[config.mk]
export PLATFORM = sky130hd
export DESIGN_NAME = mem_port_arbiter
export DESIGN_NICKNAME = d
export VERILOG_FILES = /design/src/rtl/mem_port_arbiter.sv
export SDC_FILE = /design/constraint.sdc
export NUM_CORES = 1
export LEC_CHECK = 0
export CAP_MARGIN = 20
export CELL_PAD_IN_SITES_DETAIL_PLACEMENT = 1
export CELL_PAD_IN_SITES_GLOBAL_PLACEMENT = 1
export CORE_UTILIZATION = 23
export CTS_CLUSTER_SIZE = 10
export DETAILED_ROUTE_END_ITERATION = 8
export PLACE_DENSITY_LB_ADDON = 0.1
export REMOVE_ABC_BUFFERS = 1
export SETUP_SLACK_MARGIN = 0.5
export SYNTH_ARGS = -nofsm -noshare
export SYNTH_HDL_FRONTEND = slang
export SYNTH_SLANG_ARGS = --single-unit
[constraint.sdc]
create_clock -name clk -period 2.7 [get_ports clk]
set_input_delay 0.54 -clock clk [delete_from_list [all_inputs] [get_ports clk]]
set_output_delay 0.54 -clock clk [all_outputs]
set_load 0.05 [all_outputs]
[src/rtl/mem_port_arbiter.sv]
// Arbitrates one single-port memory between instruction fetch and data access.
// Data wins ties, with a streak limit so that fetch cannot starve.
module mem_port_arbiter #(
   parameter int unsigned ADDR_W     = 8,
   parameter int unsigned DATA_W     = 32,
   parameter int unsigned MEM_LAT    = 1,
   parameter int unsigned STARVE_MAX = 3
) (
   input  logic              clk,
   input  logic              reset,
   input  logic              if_req,
   input  logic [ADDR_W-1:0] if_addr,
   output logic              if_gnt,
   output logic              if_rvalid,
   output logic [DATA_W-1:0] if_rdata,
   input  logic              dm_req,
   input  logic              dm_we,
   input  logic [ADDR_W-1:0] dm_addr,
   input  logic [DATA_W-1:0] dm_wdata,
   output logic              dm_gnt,
   output logic              dm_rvalid,
   output logic [DATA_W-1:0] dm_rdata,
   output logic              mem_en,
   output logic              mem_we,
   output logic [ADDR_W-1:0] mem_addr,
   output logic [DATA_W-1:0] mem_wdata,
   input  logic [DATA_W-1:0] mem_rdata,
   output logic              stall_if,
   output logic              stall_mem
);

   localparam int unsigned StrW = (STARVE_MAX < 1) ? 1 : $clog2(STARVE_MAX + 1);

   typedef enum logic [0:0] {StIdle, StBusy} state_e;

   state_e            state_q, state_d;
   logic              owner_q, owner_d;  // 0: fetch, 1: data
   logic [2:0]        lat_cnt_q, lat_cnt_d;
   logic [StrW-1:0]   streak_q, streak_d;
   logic [DATA_W-1:0] if_rdata_q, dm_rdata_q;

   logic done, issue_ok, starve, rd_gnt;

   always_comb begin
      done     = reset && (state_q == StBusy) && (lat_cnt_q == 3'(MEM_LAT));
      issue_ok = reset && ((state_q == StIdle) || done);
      starve   = (streak_q == StrW'(STARVE_MAX));

      if_gnt = issue_ok && if_req && (!dm_req || starve);
      dm_gnt = issue_ok && dm_req && !(if_req && starve);

      mem_en    = if_gnt || dm_gnt;
      mem_we    = dm_gnt && dm_we;
      mem_addr  = dm_gnt ? dm_addr : if_addr;
      mem_wdata = dm_wdata;

      if_rvalid = done && !owner_q;
      dm_rvalid = done && owner_q;
      if_rdata  = if_rvalid ? mem_rdata : if_rdata_q;
      dm_rdata  = dm_rvalid ? mem_rdata : dm_rdata_q;

      stall_if  = if_req && !if_gnt;
      stall_mem = dm_req && !dm_gnt;
   end

   always_comb begin
      rd_gnt    = if_gnt || (dm_gnt && !dm_we);
      state_d   = state_q;
      owner_d   = owner_q;
      lat_cnt_d = lat_cnt_q;
      streak_d  = streak_q;

      if (!if_req || if_gnt) begin
         streak_d = '0;
      end else if (dm_gnt && !starve) begin
         streak_d = streak_q + StrW'(1);
      end

      // A store issued on a completion cycle leaves nothing outstanding.
      if (rd_gnt) begin
         state_d   = StBusy;
         owner_d   = dm_gnt;
         lat_cnt_d = 3'd1;
      end else if (done) begin
         state_d   = StIdle;
         lat_cnt_d = 3'd0;
      end else if (state_q == StBusy) begin
         lat_cnt_d = lat_cnt_q + 3'd1;
      end
   end

   always_ff @(posedge clk or negedge reset) begin
      if (!reset) begin
         state_q    <= StIdle;
         owner_q    <= 1'b0;
         lat_cnt_q  <= 3'd0;
         streak_q   <= '0;
         if_rdata_q <= '0;
         dm_rdata_q <= '0;
      end else begin
         state_q    <= state_d;
         owner_q    <= owner_d;
         lat_cnt_q  <= lat_cnt_d;
         streak_q   <= streak_d;
         if_rdata_q <= if_rdata;
         dm_rdata_q <= dm_rdata;
      end
   end

endmodule

==> results of run 1 <==
sequential cells by signal, indices dropped and copies added, names as in the netlist:
register	flops
dm_rdata_q	32
if_rdata_q	32
lat_cnt_q	3
streak_q	2
owner_q	1
state_q	1
repair_timing:
action	CTS	global route
hold buffers	1	0
cloned	3	4
resized for setup	94	42
buffers inserted	15	8
setup endpoints to repair	80	80
hold endpoints to repair	3	0
pin swaps	3	2
final timing paths:
path	start	to	depth (start not counted)
setup / recovery	lat_cnt_q[1]	mem_addr[1]	8
hold / removal	reset	dm_rdata_q[15]	2
setup reg to reg	lat_cnt_q[1]	owner_q	10
hold reg to reg	if_rdata_q[5]	if_rdata_q[5]	1
max in group asynchronous	reset	dm_rdata_q[12]	2
min in group clk	if_rdata_q[5]	if_rdata_q[5]	1
power by group through the flow:
| stage | clock (mW) | combinational [mW] | sequential (mW) |
|---|---|---|---|
| after global placement | 0 | 3.18 | 1.55 |
| after global routing | 1.15 | 4.17 | 1.59 |
| final | 1.07 | 3.97 | 1.55 |
| after CTS | 1.11 | 3.86 | 1.55 |
| after floorplan | 0 | 2.18 | 1.53 |
| after detailed placement | 0 | 3.20 | 1.56 |
area by class of cell:
type | count | area [um^2]
Tap cell | 176 | 220
Sequential cell | 71 | 1780
Inverter | 8 | 37.5
Fill cell | 1397 | 7840
Clock inverter | 4 | 22.5
Timing Repair Buffer | 169 | 2020
Multi-Input combinational cell | 114 | 1290
Clock buffer | 11 | 243
cell usage in the layout, fill, tap and decap left out, types with 4 or more instances in the layout:
cell type / n
dfrtp_1: 70
buf_6: 63
clkdlybuf4s50_1: 50
mux2_2: 46
mux2_4: 26
buf_4: 22
buf_12: 18
clkbuf_16: 12
buf_8: 9
nor2_1: 4
metrics by stage:
| stage | util [%] | hold slack (ns) | std cells | setup TNS (ns) |
|---|---|---|---|---|
| 6_report | 41.7 | 0.478 | 553 | 0 |
| 5_1_grt | 41.7 | 0.512 | 553 | 0 |
| 4_1_cts | 39.5 | 0.495 | 541 | -0.110 |
| 3_5_place_dp | 33.5 | 0.345 | 507 | 0 |
| 3_3_place_gp | 33.5 | 0.342 | 507 | 0 |
| 2_1_floorplan | - | 0.244 | 192 | -30.77 |
logic make-up after synthesis:
| group | count (synthesis) | share of synthesized area, % |
|---|---|---|
| flops | 71 | 55.0 |
| compound gates | 16 | 3.41 |
| buf+inv | 49 | 10.5 |
| mux | 73 | 25.4 |
| simple gates | 21 | 4.46 |
| fa+ha+maj | 3 | 1.16 |
critical path: cells and delay by family (launching register included):
family                     cells  cell delay (ns)
DFF                            1             0.39
muxes                          1             0.38
buffers and inverters          3             0.36
and+or+nand+nor                2             0.23
AOI/OAI and AO/OA              1             0.23
adders and majority gates      1             0.14
metal layers:
| metal | global-route usage (%) | share of wire, % | vias to the layer above |
|---|---|---|---|
| met2 | 20.4 | 44 | 130 |
| met3 | 7.59 | 9.5 | 9 |
| met5 | 3.68 | 0.50 | - |
| li1 | - | - | 1053 |
| met1 | 19.9 | 45 | 1172 |
| met4 | 3.70 | 0.67 | 2 |
==> impl_metrics.tcl, run 1 <==
set metrics [dict create \
    ys_ff_latch 71 \
    synth_warnings 0 \
    vias 2366 \
    clk_pin_slew_ns 0.06 \
    relSlewSlack_pct 39.2 \
    gp_congestion 0.712 \
    clkPwrFrac_pct 16.2 \
    synthToLayoutAreaGrowth_pct 73.7 \
    pwr-share-comb_pct 60.3 \
    worst-setup-path-type "reg2out" \
    h-tree-depth 3 \
    place_area_um2 4510 \
    drc 0 \
    hold_violations 0 \
    drtIter0Drc 59 \
    grt_pass1_vias 2624 \
    yosys.cell_types.count 31 \
    port_buffers 132 \
    hold_class "in2async" \
    antenna_cells 0 \
    seqPwrFrac_pct 23.5 \
    power.density_nw_per_um2 1170 \
    drive_gt1_share_pct 58.9 \
    intPower_mw 3.76 \
    insertion_delay_ns 0.33 \
    layout.nets 461 \
    yosysMostFrequentCell "dfrtp_1" \
    p_switching_mw 2.83 \
    netlist_top_cells_area "dfrtp_1 55%, mux2_2 24%, buf_4 7.4%" \
    routed_wl_um 10700 \
    synth_edf_count 0 \
    initial_core_util_pct 24.0 \
    synth_commonest_cells "71 x dfrtp_1, 68 x mux2_2, 32 x buf_4, 7 x inv_1, 6 x nor2_1" \
    yosysTopAreaCellShare_pct 55.0 \
    grt_pass1_wl_um 15800 \
    viasPerCell 4.28 \
    antenna_found_initial 0 \
    ys.flop_type "dfrtp_1" \
    reg2reg_slack_ns 0.82 \
    avgRoutedWirePerCell_um 19.4 \
    numCtsBuffers 9 \
    end_kind "primary output" \
    postSynthAreaPerCell_um2 13.9 \
    rsz0062_at_grt "true" \
    pre_cts_slack_ns 0.143 \
    cts_tree "yes" \
    outcome "completed" \
    sw_frac_of_total_pct 43.0 \
    grt_util_all_layers_pct 14.8 \
    worstMarginPinSlew_ns 0.912 \
    fmax_mhz 384 \
    dpl.hpwl_um 6830 \
    stdcell_area_um2 5610 \
    async_flop_share_pct 100 \
    clk_path_buf_depth 2 \
    arrival_ns 2.07 \
    die-area_um2 14500 \
    syn_inst 233 \
    row_count 42 \
    finalPower_mw 6.59 \
    critPathMaxStageDelay_ns 0.39 \
    die_width_um 120 \
    setup_violations 0 \
    crit_chain "inv_2, ha_4, nand2b_4, buf_4, a21oi_4, nand3_4, mux2_4, buf_12" \
    synth_seq_area_share_pct 55.0 \
    cap_violations 0 \
    slew_viol_final 0 \
    cts.sinks 71 \
    leakage_nw 2.63 \
    die_h_um 120 \
    synth.largest_area_cell "dfrtp_1" \
    startpoint_type "flop" \
    firstDrtPassIters 4 \
    fin_skew_ns 0.00589 \
    cp_slowest_cell "dfrtp_1" \
    required_ns 2.16 \
    ant_nets 0 \
    coreArea_um2 13500 \
    critPathMaxFanout 5 \
    grt-ovfl-total 0 \
    period_needed_ns 2.61 \
    syn-cell-area_um2 3230 \
    grt_max_degree 71 \
    fin_crit_sh_pct 96.5 \
    peakVddDrop_uv 640 \
    io_pins 197 \
    cts_root_buffer "clkbuf_16" \
    layout_setup_ws_ns 0.0936 \
]
Note: power is estimated with default switching activity, not from simulation.
==> run 2, diff against run 1 <==
--- a/config.mk
+++ b/config.mk
@@ -8,7 +8,7 @@
 export CAP_MARGIN = 20
 export CELL_PAD_IN_SITES_DETAIL_PLACEMENT = 1
 export CELL_PAD_IN_SITES_GLOBAL_PLACEMENT = 1
-export CORE_UTILIZATION = 23
+export CORE_UTILIZATION = 28
 export CTS_CLUSTER_SIZE = 10
 export DETAILED_ROUTE_END_ITERATION = 8
 export PLACE_DENSITY_LB_ADDON = 0.1
==> constraint.sdc (replaced) <==
create_clock -name clk -period 2.6 [get_ports clk]
set_input_delay 0.52 -clock clk [delete_from_list [all_inputs] [get_ports clk]]
set_output_delay 0.52 -clock clk [all_outputs]
set_load 0.05 [all_outputs]
==> run 2 against run 1 <==
The run now ends with setup timing left. Sequential share of layout area shrank 1.2 points. Global-route usage grew 2.2 points. Die area shrank 18%. Total power grew 9.9%. First-iteration DRC count grew 32%. Final cell count shrank 5.2%. Critical path type unchanged. Largest cell class unchanged.
==> impl_metrics.tcl, run 2 (synthesis results as in run 1) <==
set metrics [dict create \
    stdcell_area_um2 5820 \
    place_area_um2 4500 \
    cts_hold_buffers 0 \
    gp_congestion 0.685 \
    cts.sinks 71 \
    fin_skew_ns 0.00489 \
    cts_root_buffer "clkbuf_16" \
    antenna_cells 0 \
    clk_path_buf_depth 2 \
    peakVddDrop_uv 627 \
    slew_viol_final 0 \
    worst-setup-path-type "reg2out" \
    initial_core_util_pct 29.3 \
    finalPower_mw 7.25 \
    fmax_mhz 374 \
    layout_setup_ws_ns -0.0737 \
    drc 0 \
    grt_max_degree 36 \
    grt_pass1_vias 2606 \
    ant_nets 0 \
    drtIter0Drc 78 \
    routed_wl_um 10600 \
    finalNonFillerCells 524 \
    hold_class "in2async" \
    layout.nets 467 \
    dpl.hpwl_um 6930 \
    grt_util_all_layers_pct 17.0 \
    die_h_um 109 \
    grt-ovfl-total 0 \
    startpoint_type "flop" \
    io_pins 197 \
    insertion_delay_ns 0.33 \
    h-tree-depth 3 \
    hold_violations 0 \
    avgRoutedWirePerCell_um 20.3 \
    place_inst 475 \
    viasPerCell 4.64 \
    end_kind "primary output" \
    clk_pin_slew_ns 0.06 \
    die-area_um2 12000 \
    leakage_nw 2.76 \
    relSlewSlack_pct 66.1 \
    rsz0062_at_grt "true" \
    worstMarginPinSlew_ns 0.508 \
    coreArea_um2 11000 \
    critPathMaxFanout 4 \
    arrival_ns 2.15 \
    setup_violations 28 \
    required_ns 2.08 \
    outcome "finished with violations" \
    period_needed_ns 2.67 \
    vias 2431 \
    antenna_found_initial 0 \
    grt_pass1_wl_um 14800 \
    port_buffers 132 \
    fin_crit_sh_pct 103 \
    fin_util_pct 52.7 \
    firstDrtPassIters 4 \
    cap_violations 0 \
    failed_checks "setup timing" \
    most-common-layout-cells "71 x dfrtp_1, 50 x clkdlybuf4s50_1, 47 x buf_6" \
    cts_tree "yes" \
    reg_top3 "dm_rdata_q: 32 flops, if_rdata_q: 32 flops, lat_cnt_q: 3 flops" \
    row_count 38 \
    drive_gt1_share_pct 60.4 \
    power.density_nw_per_um2 1250 \
    layout_commonest_cell "dfrtp_1" \
    synthToLayoutAreaGrowth_pct 80.2 \
    numCtsBuffers 9 \
    die_width_um 109 \
]
[run 2: cell types whose count changed in the layout (fill, tap and decap cells not counted), moves of 2 or more]
cell	previous run	this run
buf_8	9	29
bufinv_16	0	2
a21boi_2	0	2
mux2_4	26	35
clkbuf_16	12	14
clkinv_2	3	1
buf_6	63	47
buf_4	22	24
mux2_2	46	37
[run 2: area by class of cell]
cell class | count | area, um^2
Timing Repair Buffer | 175 | 2170
Tap cell | 140 | 175
Multi-Input combinational cell | 114 | 1330
Fill cell | 1089 | 5210
Clock buffer | 11 | 253
Inverter | 8 | 35.0
Sequential cell | 71 | 1780
Clock inverter | 5 | 80.1
[run 2: final timing paths]
kind / to / cells after the start / startpoint / slack [ns]
worst min-delay path: streak_q[1] / 2 / reset / 0.14
worst min register to register: if_rdata_q[26] / 1 / if_rdata_q[26] / 0.50
worst max register to register: if_rdata_q[9] / 9 / lat_cnt_q[1] / 0.69
max in group asynchronous: if_rdata_q[31] / 2 / reset / 1.99
min in group clk: if_rdata_q[26] / 1 / if_rdata_q[26] / 0.50
worst max-delay path: if_rdata[19] / 9 / lat_cnt_q[1] / -0.07
[run 2: worst max-delay path, cell delays in order (launching register included)]
cell and delay [ns]:
dfrtp_1 0.38, inv_2 0.07, ha_4 0.14, nand2b_4 0.07
nor4_4 0.26, buf_6 0.17, buf_6 0.12, clkbuf_16 0.15
mux2_4 0.31, buf_8 0.15
[run 2: per-stage QoR]
step / hold WS, ns / worst slack [ns] / setup TNS [ns]
global placement: 0.467 / 0.148 / 0
global route: 0.139 / -0.139 / -4.76
detailed placement: 0.477 / 0.143 / 0
finish: 0.141 / -0.0737 / -1.14
CTS: 0.127 / 0.00551 / 0
floorplan: 0.224 / -0.752 / -35.31
[run 2: what timing repair did]
action,in CTS,in global routing
endpoints found under the setup margin,80,80
cloned,3,6
gates resized for setup,46,130
pin swaps,4,3
buffers inserted,8,16
[run 2: power breakdown]
| part | switching [mW] | internal, mW | total, mW |
|---|---|---|---|
| logic | 2.41 | 1.88 | 4.29 |
| clock network | 0.461 | 0.890 | 1.35 |
| registers | 0.125 | 1.48 | 1.61 |
[run 2: layer usage]
metal / wire, um / GRT usage, %
met2: 4870 / 25.2
met5: 38 / 2.68
met1: 4460 / 21.1
met3: 1110 / 8.48
met4: 140 / 6.00
